File: src/rtl/ahbl_apb_bridge_if.sv
// AHB-Lite slave side plus APB3 master side of the bridge, bundled as one bus.
// Latency: none, wires only.
// Backpressure: hreadyout stalls AHB and pready stalls APB; both are carried here.
interface ahbl_apb_bridge_if #(
  parameter int W_ADDR = 32
);
  // AHB-Lite side
  logic              hsel;
  logic [W_ADDR-1:0] haddr;
  logic [1:0]        htrans;
  logic              hwrite;
  logic [2:0]        hsize;
  logic              hready;
  logic [31:0]       hwdata;
  logic              hreadyout;
  logic              hresp;
  logic [31:0]       hrdata;

  // APB3 side
  logic [W_ADDR-1:0] paddr;
  logic              psel;
  logic              penable;
  logic              pwrite;
  logic [31:0]       pwdata;
  logic [31:0]       prdata;
  logic              pready;
  logic              pslverr;

  // Bridge view: AHB slave, APB master
  modport slave (
    input  hsel, haddr, htrans, hwrite, hsize, hready, hwdata,
    output hreadyout, hresp, hrdata,
    output paddr, psel, penable, pwrite, pwdata,
    input  prdata, pready, pslverr
  );

  // Environment view: AHB master and APB peripheral
  modport master (
    output hsel, haddr, htrans, hwrite, hsize, hready, hwdata,
    input  hreadyout, hresp, hrdata,
    input  paddr, psel, penable, pwrite, pwdata,
    output prdata, pready, pslverr
  );
endinterface

File: src/rtl/ahbl_apb_bridge.sv
// AHB-Lite slave to APB3 master bridge: one AHB transfer becomes one APB transfer.
// Latency: read done 3 cycles after address phase, write 4 (pready in first ACCESS cycle).
// Backpressure: hreadyout held low until APB completes, pslverr, or ACCESS timeout.
module ahbl_apb_bridge #(
  parameter int W_ADDR  = 32,
  parameter int TIMEOUT = 255
) (
  input logic             clk,
  input logic             rst,
  ahbl_apb_bridge_if.slave bus
);

  localparam logic [2:0] IDLE   = 3'd0;
  localparam logic [2:0] WDATA  = 3'd1;
  localparam logic [2:0] SETUP  = 3'd2;
  localparam logic [2:0] ACCESS = 3'd3;
  localparam logic [2:0] DONE   = 3'd4;
  localparam logic [2:0] ERR1   = 3'd5;
  localparam logic [2:0] ERR2   = 3'd6;

  // Counter only needs to reach TIMEOUT-1; TIMEOUT=0 leaves it free-running and unused.
  localparam int            CW      = (TIMEOUT > 1) ? $clog2(TIMEOUT) : 1;
  localparam logic [CW-1:0] TO_LAST = (TIMEOUT > 0) ? CW'(TIMEOUT - 1) : '0;
  localparam bit            TO_EN   = (TIMEOUT != 0);

  logic [2:0]        state;
  logic [2:0]        state_nxt;
  logic [CW-1:0]     cnt;
  logic              accept;
  logic              abort;
  logic              rd_ok;

  logic              hreadyout_q;
  logic              hresp_q;
  logic [31:0]       hrdata_q;
  logic [W_ADDR-1:0] paddr_q;
  logic              psel_q;
  logic              penable_q;
  logic              pwrite_q;
  logic [31:0]       pwdata_q;

  // A new address phase can only land while the bridge is advertising ready.
  always_comb begin
    accept = bus.hsel & bus.hready & bus.htrans[1] & hreadyout_q &
             ((state == IDLE) | (state == DONE) | (state == ERR2));
    abort  = TO_EN & ~bus.pready & (cnt == TO_LAST);
    rd_ok  = (state == ACCESS) & bus.pready & ~bus.pslverr & ~pwrite_q;
  end

  // Next-state decode; DONE and ERR2 chain directly into a new transfer when one is presented.
  always_comb begin
    state_nxt = state;
    case (state)
      IDLE, DONE, ERR2: begin
        if (accept) begin
          if (bus.hsize != 3'b010) state_nxt = ERR1;
          else if (bus.hwrite)     state_nxt = WDATA;
          else                     state_nxt = SETUP;
        end else begin
          state_nxt = IDLE;
        end
      end
      WDATA:  state_nxt = SETUP;
      SETUP:  state_nxt = ACCESS;
      ACCESS: begin
        if (bus.pready)  state_nxt = bus.pslverr ? ERR1 : DONE;
        else if (abort)  state_nxt = ERR1;
      end
      ERR1:    state_nxt = ERR2;
      default: state_nxt = IDLE;
    endcase
  end

  // State register and bus-control outputs, registered from the next state so they line up with it.
  always_ff @(posedge clk) begin
    if (rst) begin
      state       <= IDLE;
      hreadyout_q <= 1'b1;
      hresp_q     <= 1'b0;
      psel_q      <= 1'b0;
      penable_q   <= 1'b0;
    end else begin
      state       <= state_nxt;
      hreadyout_q <= (state_nxt == IDLE) | (state_nxt == DONE) | (state_nxt == ERR2);
      hresp_q     <= (state_nxt == ERR1) | (state_nxt == ERR2);
      psel_q      <= (state_nxt == SETUP) | (state_nxt == ACCESS);
      penable_q   <= (state_nxt == ACCESS);
    end
  end

  // Address/direction captured at the AHB address phase and held through the APB access.
  always_ff @(posedge clk) begin
    if (rst) begin
      paddr_q  <= '0;
      pwrite_q <= 1'b0;
    end else if (accept) begin
      paddr_q  <= bus.haddr;
      pwrite_q <= bus.hwrite;
    end
  end

  // Write data arrives one cycle after the address, which is exactly the WDATA state.
  always_ff @(posedge clk) begin
    if (rst)                 pwdata_q <= '0;
    else if (state == WDATA) pwdata_q <= bus.hwdata;
  end

  // Read data only updates on a clean read completion; errors and writes keep the old value.
  always_ff @(posedge clk) begin
    if (rst)        hrdata_q <= '0;
    else if (rd_ok) hrdata_q <= bus.prdata;
  end

  // ACCESS-cycle counter for the pready timeout; cleared as SETUP is entered.
  always_ff @(posedge clk) begin
    if (rst)                      cnt <= '0;
    else if (state_nxt == SETUP)  cnt <= '0;
    else if (state == ACCESS)     cnt <= cnt + 1'b1;
  end

  assign bus.hreadyout = hreadyout_q;
  assign bus.hresp     = hresp_q;
  assign bus.hrdata    = hrdata_q;
  assign bus.paddr     = paddr_q;
  assign bus.psel      = psel_q;
  assign bus.penable   = penable_q;
  assign bus.pwrite    = pwrite_q;
  assign bus.pwdata    = pwdata_q;

endmodule

File: src/flat_wrapper.sv
// flat-port wrapper written by rule: the top's interface ports become plain ports
module ahbl_apb_bridge_flat 
#(
  parameter int W_ADDR  = 32,
  parameter int TIMEOUT = 255
)
  (clk, rst, bus_hsel, bus_haddr, bus_htrans, bus_hwrite, bus_hsize, bus_hready, bus_hwdata, bus_hreadyout, bus_hresp, bus_hrdata, bus_paddr, bus_psel, bus_penable, bus_pwrite, bus_pwdata, bus_prdata, bus_pready, bus_pslverr);
  ahbl_apb_bridge_if #(.W_ADDR(W_ADDR)) bus_i ();
  input logic clk;
  input logic rst;
  input wire logic [$bits(bus_i.hsel)-1:0] bus_hsel;
  input wire logic [$bits(bus_i.haddr)-1:0] bus_haddr;
  input wire logic [$bits(bus_i.htrans)-1:0] bus_htrans;
  input wire logic [$bits(bus_i.hwrite)-1:0] bus_hwrite;
  input wire logic [$bits(bus_i.hsize)-1:0] bus_hsize;
  input wire logic [$bits(bus_i.hready)-1:0] bus_hready;
  input wire logic [$bits(bus_i.hwdata)-1:0] bus_hwdata;
  output wire logic [$bits(bus_i.hreadyout)-1:0] bus_hreadyout;
  output wire logic [$bits(bus_i.hresp)-1:0] bus_hresp;
  output wire logic [$bits(bus_i.hrdata)-1:0] bus_hrdata;
  output wire logic [$bits(bus_i.paddr)-1:0] bus_paddr;
  output wire logic [$bits(bus_i.psel)-1:0] bus_psel;
  output wire logic [$bits(bus_i.penable)-1:0] bus_penable;
  output wire logic [$bits(bus_i.pwrite)-1:0] bus_pwrite;
  output wire logic [$bits(bus_i.pwdata)-1:0] bus_pwdata;
  input wire logic [$bits(bus_i.prdata)-1:0] bus_prdata;
  input wire logic [$bits(bus_i.pready)-1:0] bus_pready;
  input wire logic [$bits(bus_i.pslverr)-1:0] bus_pslverr;
  assign bus_i.hsel = bus_hsel;
  assign bus_i.haddr = bus_haddr;
  assign bus_i.htrans = bus_htrans;
  assign bus_i.hwrite = bus_hwrite;
  assign bus_i.hsize = bus_hsize;
  assign bus_i.hready = bus_hready;
  assign bus_i.hwdata = bus_hwdata;
  assign bus_hreadyout = bus_i.hreadyout;
  assign bus_hresp = bus_i.hresp;
  assign bus_hrdata = bus_i.hrdata;
  assign bus_paddr = bus_i.paddr;
  assign bus_psel = bus_i.psel;
  assign bus_penable = bus_i.penable;
  assign bus_pwrite = bus_i.pwrite;
  assign bus_pwdata = bus_i.pwdata;
  assign bus_i.prdata = bus_prdata;
  assign bus_i.pready = bus_pready;
  assign bus_i.pslverr = bus_pslverr;
  ahbl_apb_bridge #(.W_ADDR(W_ADDR), .TIMEOUT(TIMEOUT)) u_core (.clk(clk), .rst(rst), .bus(bus_i));
endmodule
File: config.mk
export PLATFORM = sky130hd
export DESIGN_NAME = ahbl_apb_bridge_flat
export DESIGN_NICKNAME = d
export VERILOG_FILES = /design/src/rtl/ahbl_apb_bridge_if.sv /design/src/rtl/ahbl_apb_bridge.sv /design/src/flat_wrapper.sv
export SDC_FILE = /design/constraint.sdc
export NUM_CORES = 1
export LEC_CHECK = 0
export ABC_AREA = 0
export CAP_MARGIN = 15
export CORE_MARGIN = 2
export CORE_UTILIZATION = 30
export CTS_CLUSTER_DIAMETER = 100
export DETAILED_ROUTE_END_ITERATION = 16
export HOLD_SLACK_MARGIN = 0.06
export PLACE_DENSITY = 0.73
export RECOVER_POWER = 50
export SLEW_MARGIN = 25
export SYNTH_ARGS = -nofsm -noshare
export SYNTH_HDL_FRONTEND = slang
export SYNTH_SLANG_ARGS = --single-unit
File: constraint.sdc
create_clock -name clk -period 1.8 [get_ports clk]
set_clock_uncertainty 0.1 [all_clocks]
set_input_delay 0.36 -clock clk [delete_from_list [all_inputs] [get_ports clk]]
set_output_delay 0.36 -clock clk [all_outputs]
set_load 0.05 [all_outputs]
== Word-level counts from Yosys, hierarchy flattened ==
Cells that the tools add are included.
Cells by class
  equal/unequal tests: 13
  multiplexer cells: 7
  bitwise operators: 17
  add/sub/neg operators: 1
  reduce and logical (&&, ||, !) cells: 4
Operators by type and width (number)
  $eq A3 B3 Y1 const B: 6
  $pmux W3 S5: 1
  $eq A3 B2 Y1 const B: 4
  $mux W3: 4
  $add A8 B1 Y8 const B: 1
  $and A1 B1 Y1: 8
  $eq A8 B8 Y1 const B: 1
  $logic_not A3 Y1: 2
  $or A1 B1 Y1: 6
  $eq A3 B1 Y1 const B: 1
  $ne A3 B2 Y1 const B: 1
  $not A1 Y1: 3
  $reduce_or A3 Y1: 1
  $mux W2: 1
  $reduce_or A2 Y1: 1
  $mux W1: 1
Word-level totals
  output and inout bits: 101
  bits in registers: 112
  word-level logic and storage cells: 52
  input port bits: 108

== Depth between registers and ports, before layout ==
Gate-level depths: netlist (run 1).
  word-level depth: 9
  depth in mapped cells: 7
  mapped depth without buffers: 6

== Worst setup path before layout (run 1) ==
No wires, ideal clock.
  path kind: reg2reg
  start: reg u_core.state[0]
  end: reg u_core.hresp_q, in the netlist u_core.bus.hresp
  required time: 1554 ps
  setup time: 146 ps
  buffers on the path: 2
  clock period less this slack: 1651 ps
  stages on the path, launching flop included: 7
  slack: 149 ps
  data arrival time: 1405 ps
  cells stage by stage: dfxtp_1 -> buf_4 -> and4b_1 -> and3_1 -> buf_6 -> a222oi_1 -> a2111oi_0
On the way
  cells in the longest elaborated chain, start to end: 8
  elaborated cells on any way between the ends: 18
  classes of those cells: eq/ne: 8; mux: 4; bitwise: 4; reduce/logical: 2
RTL lines
  start: declaration: line ahbl_apb_bridge.sv:26  | logic [2:0] state;
  start signal: assignment: line ahbl_apb_bridge.sv:83  | state <= state_nxt;
  $eq A3 B3 Y1 / $logic_not A3 Y1 (equally long branches): line ahbl_apb_bridge.sv:45, ahbl_apb_bridge.sv:53
  $or A1 B1 Y1 (2 in series): line ahbl_apb_bridge.sv:45  | ((state == IDLE) | (state == DONE) | (state == ERR2));
  $and A1 B1 Y1: line ahbl_apb_bridge.sv:44  | accept = bus.hsel & bus.hready & bus.htrans[1] & hreadyout_q &
  $mux W3: line ahbl_apb_bridge.sv:55  | if (accept) begin
  $pmux W3 S5 (*): line ahbl_apb_bridge.sv:53  | case (state)
  $eq A3 B3 Y1: line ahbl_apb_bridge.sv:85  | hresp_q <= (state_nxt == ERR1) | (state_nxt == ERR2);
  $or A1 B1 Y1 (*): line ahbl_apb_bridge.sv:85
  end signal: assignment: line ahbl_apb_bridge.sv:85
  end: declaration: line ahbl_apb_bridge.sv:34  | logic hresp_q;
Mark *: on every way between the ends. The rest lies on a longest branch, timed or not.
A chain may end at the register's enable or synchronous reset.

== Worst setup path after layout (run 1) ==
  start: in bus_hsize[1]
  end: reg u_core.hreadyout_q, in the netlist u_core.bus.hreadyout
On the way
  cells in the longest elaborated chain, start to end: 7
  elaborated cells on any way between the ends: 9
  classes of those cells: eq/ne: 3; mux: 3; bitwise: 2; reduce/logical: 1
RTL lines
  start: declaration: line flat_wrapper.sv:15  | input wire logic [$bits(bus_i.hsize)-1:0] bus_hsize;
  $ne A3 B2 Y1 (*): line ahbl_apb_bridge.sv:56  | if (bus.hsize != 3'b010) state_nxt = ERR1;
  $mux W3 (*): line ahbl_apb_bridge.sv:56
  $mux W3 (*): line ahbl_apb_bridge.sv:55
  $pmux W3 S5 (*): line ahbl_apb_bridge.sv:53
  $eq A3 B3 Y1 / $logic_not A3 Y1 (equally long branches): line ahbl_apb_bridge.sv:84  | hreadyout_q <= (state_nxt == IDLE) | (state_nxt == DONE) | (state_nxt == ERR2);
  $or A1 B1 Y1: line ahbl_apb_bridge.sv:84
  $or A1 B1 Y1 (*): line ahbl_apb_bridge.sv:84
  end signal: assignment: line ahbl_apb_bridge.sv:84
  end: declaration: line ahbl_apb_bridge.sv:33  | logic hreadyout_q;
Marked as above.

==> results.yml, run 1 <==
floorplanning:
  ios: 209
  die-width_um: 120
  initial_core_util_pct: 30.6
  dieArea_mm2: 0.0144
  rows: 42
  core_area_mm2: 0.0132
  die_h_um: 120
grt:
  grt-ovfl-total: 0
  grt_usage_pct: 15.9
  grt_pass1_vias: 3825
  grt_pass1_wl_um: 18500
  grt_max_degree: 50
  antenna_found_initial: 0
run_status:
  outcome: "finished with violations"
  violations: "negative setup slack"
sta:
  fin_crit_ns: 1.80
  tightest_slew_ns: 0.662
  finalWorstSetupSlack_ns: -0.000879
  fin_crit_sh_pct: 100
  max_slew_margin_pct: 56.1
  maxSlewViolCount: 0
  rsz0062_at_grt: "yes"
  max_freq_mhz: 555
  finalSetupTns_ns: -0.000976
  finalSetupViolations: 2
  final-hold-violation-count: 0
critical_path:
  worstPathMaxFanout: 4
  path_cells: "clkdlybuf4s50_1, or3b_2, a222oi_1, buf_4, a21oi_1"
  criticalPathCategory: "input port to register"
  setup.worst_path.end: "u_core.bus.hreadyout$_SDFF_PP1_"
  worstSetupStartpointType: "input port"
  r2r_cells: 5
  cp_slowest_cell: "clkdlybuf4s50_1"
  cp_slowest_stage_delay_ns: 0.48
  crit_start: "bus_hsize[1]"
  crit_path_end_kind: "register"
  cp.arrival_ns: 1.94
  r2r_setup_slack_ns: 0.06
  cp.required_ns: 1.93
  reg2reg_from: "u_core.state[1]$_SDFF_PP0_"
  rr_endpoint: "u_core.bus.hreadyout$_SDFF_PP1_"
synthesis:
  syn_nets: 611
  synth_most_common_cell: "nand2_1"
  synth_seq_cells: 112
  yosysUniqueCellTypes: 38
  synthTopCellsByArea: "dfxtp_1 (55%), nand2_1 (18%), a21oi_1 (12%)"
  synth_edf_count: 0
  async_flop_share_pct: 0
  synth_flop_cell: "dfxtp_1"
  syn_area_mm2: 0.00404
  synth_top_area_share_pct: 55.5
  avgSynthCellArea_um2: 8.07
  netlist_top_cells_count: "nand2_1 (199), dfxtp_1 (112), a21oi_1 (100)"
  ys_warn_count: 0
  yosysSeqAreaShare_pct: 55.5
  netlist_instances: 501
  yosys.area.top_type: "dfxtp_1"
cells_and_area:
  final_cells: 890
  syn2layout_area_growth_pct: 52.7
  drive_gt1_share_pct: 10.6
  nets: 819
  n_antenna_cell: 0
  finalInstanceArea_mm2: 0.00617
place:
  place_hpwl_um: 8840
  placed_area_mm2: 0.00617
  port_buffers: 207
  post-place-cells: 873
  routabilityCongestion: 0.773
flow_run:
  drv_cap: 0
worst_hold_path:
  hold_class: "input port to register"
detailed_routing:
  post-route-drc-count: 0
  dr_total_vias: 4081
  dr.pass1.iters: 4
  wirelength_um: 12000
  dr.first_iter.drc_count: 231
  drtAntennaViolNets: 0
  route.top_layer_used: "met4"
  dr_wl_met2_um: 6070
  routedWlPerCell_um: 13.5
  viasPerCell: 4.59
  met1_length_um: 5030
  wl_met3_um: 706
power_and_ir_drop:
  power_density_mw_per_mm2: 866
  vdd_drop_max_v: 0.000497
  power.leakage_nw: 2.17
clocking:
  clkTransAtPathRegs_ns: 0.07
  clkLatencyLatePin_ns: 0.34
  clockBufferDepth: 2
  cts_root_buf: "clkbuf_16"
  cts_tree: "done"
  numCtsBuffers: 9
  h-tree-depth: 3
  cts.sinks: 112
[cell families after synthesis]
kind of cell | count (synthesis) | share of synthesized area (%)
fa+ha+maj | 2 | 0.619
flops | 112 | 55.5
compound gates | 110 | 14.5
simple gates | 236 | 24.2
xor+xnor | 6 | 1.30
buf+inv | 35 | 3.90
[layout make-up]
class	count	area, um2
clock inverter	4	53.8
fill	1339	7020
tap	176	220
clock buffer	12	246
sequential	112	2240
inverter	2	7.51
timing repair buffer	230	1720
multi-input combinational	354	1690
[state kept, by name, indices dropped and copies added, names as in the netlist]
signal                count
u_core.bus.hrdata        32
u_core.bus.hreadyout      1
u_core.bus.hresp          1
u_core.bus.paddr         32
u_core.bus.penable        1
u_core.bus.psel           1
u_core.bus.pwdata        32
u_core.bus.pwrite         1
u_core.cnt                8
u_core.state              3
[power breakdown]
group / leakage, nW / switching (mW) / internal, mW
combinational: 1.12 / 0.447 / 0.328
clock: 0.139 / 0.869 / 1.12
sequential: 0.906 / 0.0391 / 2.54
total: 2.17 / 1.35 / 3.99
[how the worst min path moves through the flow]
stage | startpoint | endpoint | slack, ns | cells after the start
floorplan | rst | u_core.state[1]$_SDFF_PP0_ | 0.34 | 1
global placement | u_core.bus.hrdata[17]$_SDFFE_PP0P_ | u_core.bus.hrdata[17]$_SDFFE_PP0P_ | 0.34 | 2
detailed placement | u_core.bus.pwdata[30]$_SDFFE_PP0P_ | u_core.bus.pwdata[30]$_SDFFE_PP0P_ | 0.35 | 2
CTS | rst | u_core.bus.hresp$_SDFF_PP0_ | 0.15 | 2
global route | rst | u_core.bus.hresp$_SDFF_PP0_ | 0.16 | 2
finish | rst | u_core.bus.hresp$_SDFF_PP0_ | 0.16 | 2
[stage by stage]
stage / hold WS, ns / setup slack [ns] / power, mW / utilization (%)
after floorplan: 0.337 / 0.149 / 3.03 / -
after global placement: 0.343 / -0.423 / 3.44 / 46.8
after detailed placement: 0.348 / -0.602 / 3.45 / 46.8
after CTS: 0.146 / 0.0115 / 5.46 / 49.1
after global routing: 0.160 / -0.0646 / 5.58 / 46.8
final: 0.160 / -0.000879 / 5.35 / 46.8
[repair_timing]
action / CTS / global route
endpoints found under the hold margin: 0 / 0
hold buffers: 0 / 0
setup buffers: 0 / 1
setup endpoints to repair: 3 / 18
pin swaps: 0 / 3
resized for setup: 4 / 5
[worst max-delay path: cells and delay by family]
| family | cells | cell delay, ns |
|---|---|---|
| buffers and inverters | 2 | 0.68 |
| and+or+nand+nor | 1 | 0.47 |
| AOI/OAI and AO/OA | 2 | 0.42 |
[cell usage in the layout, fill, tap and decap left out, types with 3 or more instances in the layout]
cell,count
a21oi_1,100
buf_12,5
buf_4,19
clkbuf_1,75
clkbuf_16,9
clkbuf_2,25
clkdlybuf4s50_1,105
dfxtp_1,112
nand2_1,199
nand3_1,3
nand4_1,4
nor2_1,10
xnor2_1,3
xor2_1,3
[metal layers]
layer	GRT usage, %	vias up
met4	6.25	0
met1	18.8	1900
met3	2.99	14
met2	28.2	110
met5	0	-
li1	-	2057
Power figures use the tool's default switching activity.
==> inputs of run 2 (changes only) <==
Settings changed: GPL_TIMING_DRIVEN from default to 0, SLEW_MARGIN 25 to 20.
==> results.yml, run 2 (synthesis gave the netlist of run 1 again) <==
run_status:
  outcome: "completed"
detailed_routing:
  viasPerCell: 4.50
  wirelength_um: 12300
  routedWlPerCell_um: 13.6
  dr.pass1.iters: 4
  dr_total_vias: 4066
  drtAntennaViolNets: 0
  post-route-drc-count: 0
  dr.first_iter.drc_count: 216
floorplanning:
  rows: 42
  core_area_mm2: 0.0132
  dieArea_mm2: 0.0144
  die_h_um: 120
  die-width_um: 120
  ios: 209
  initial_core_util_pct: 30.6
critical_path:
  cp_slowest_cell: "clkdlybuf4s15_1"
  cp.arrival_ns: 1.30
  cp.required_ns: 1.34
  worstPathMaxFanout: 5
  worst_path_dominant_cell_family: "buffers and inverters"
  criticalPathCategory: "register to output port"
  cp_slowest_stage_delay_ns: 0.55
  path_cells: "clkdlybuf4s15_1"
  crit_path_end_kind: "output port"
  worstSetupStartpointType: "register"
  path_buf_inv: 1
place:
  pre_cts_slack_ns: -0.644
  routabilityCongestion: 0.794
  port_buffers: 207
  place_hpwl_um: 9040
  post-place-cells: 884
  placed_area_mm2: 0.00633
clocking:
  h-tree-depth: 3
  clkTransAtPathRegs_ns: 0.07
  cts_tree: "done"
  clockBufferDepth: 2
  clkLatencyLatePin_ns: 0.35
  numCtsBuffers: 9
  cts_root_buf: "clkbuf_16"
  cts.sinks: 112
cells_and_area:
  drive_gt1_share_pct: 8.10
  syn2layout_area_growth_pct: 63.9
  final_cells: 904
  layout_common_cells: "nand2_1 (199), dfxtp_1 (108), clkdlybuf4s50_1 (106), a21oi_1 (100), dlygate4sd2_1 (99)"
  final_common_cell: "nand2_1"
  fillers: 1301
  finalInstanceArea_mm2: 0.00663
  nets: 833
  final_core_util_pct: 50.2
  n_antenna_cell: 0
sta:
  fin_crit_sh_pct: 97.7
  tightest_slew_ns: 0.537
  finalWorstSetupSlack_ns: 0.0415
  finalSetupViolations: 0
  max_freq_mhz: 569
  final-hold-violation-count: 0
  fin_crit_ns: 1.76
  max_slew_margin_pct: 64.3
  maxSlewViolCount: 0
grt:
  grt_max_degree: 19
  grt-ovfl-total: 0
  grt_pass1_wl_um: 18700
  grt_pass1_vias: 3815
  antenna_found_initial: 0
  grt_usage_pct: 16.4
power_and_ir_drop:
  p_seq_share_pct: 47.5
  power.leakage_nw: 2.77
  power_density_mw_per_mm2: 819
  finalPower_mw: 5.43
  vdd_drop_max_v: 0.000369
  p_clk_share_pct: 37.9
  pwr-share-comb_pct: 14.6
  p_sw_share_pct: 26.1
  internal_power_mw: 4.01
  netSwitchingPower_mw: 1.42
flow_run:
  drv_cap: 0
worst_hold_path:
  hold_class: "register to register"
-- run 2: cell types whose count changed in the layout (fill, tap and decap cells not counted), moves of 4 or more --
cell / change
buf_12: -5
buf_2: +8
buf_4: -12
clkbuf_1: -63
clkbuf_2: -22
clkbuf_4: +5
dfxtp_1: -4
dfxtp_2: +4
dlygate4sd2_1: +99
-- run 2: final timing paths --
kind	endpoint	slack, ns	from	cells past startpoint
setup reg to reg	u_core.bus.psel$_SDFF_PP0_	0.10	u_core.state[0]$_SDFF_PP0_	6
setup / recovery	bus_hreadyout	0.04	u_core.bus.hreadyout$_SDFF_PP1_	1
hold reg to reg	u_core.bus.hrdata[27]$_SDFFE_PP0P_	0.35	u_core.bus.hrdata[27]$_SDFFE_PP0P_	2
hold / removal	u_core.bus.hrdata[27]$_SDFFE_PP0P_	0.35	u_core.bus.hrdata[27]$_SDFFE_PP0P_	2
-- run 2: stage by stage --
stage / TNS, ns / hold slack (ns)
6_report: 0 / 0.350
5_1_grt: -0.0284 / 0.365
4_1_cts: 0 / 0.353
3_5_place_dp: -50.12 / 0.346
3_3_place_gp: -49.45 / 0.341
2_1_floorplan: 0 / 0.337
-- run 2: routing by layer --
layer  vias up  track usage [%]  part of all wire [%]
met1      1823             20.3                    44
met5         -                0                     0
met2       132             26.8                    47
li1       2084                -                     -
met3        27             3.71                   6.0
met4         0             8.31                   3.1
-- run 2: power by group through the flow --
stage / sequential (mW) / clock [mW] / combinational, mW
3_3_place_gp: 2.63 / 0 / 0.816
2_1_floorplan: 2.85 / 0 / 0.182
5_1_grt: 2.59 / 2.23 / 0.845
6_report: 2.58 / 2.06 / 0.793
4_1_cts: 2.58 / 2.12 / 0.784
3_5_place_dp: 2.64 / 0 / 0.817
-- run 2: timing repair --
action	4_1_cts	5_1_grt
endpoints found under the hold margin	0	0
gates resized for setup	110	31
setup endpoints to repair	209	103
buffers inserted	2	4
hold buffers	0	0
pin swaps	2	4
-- run 2: area by class of cell --
cell class | count | area, um2 | share of cell area [%]
Sequential cell | 112 | 2250 | 33.9
Timing Repair Buffer | 213 | 1990 | 30.1
Multi-Input combinational cell | 354 | 1690 | 25.5
Clock buffer | 10 | 239 | 3.61
Tap cell | 176 | 220 | 3.32
Buffer | 31 | 164 | 2.47
Clock inverter | 6 | 67.6 | 1.02
Inverter | 2 | 7.51 | 0.113
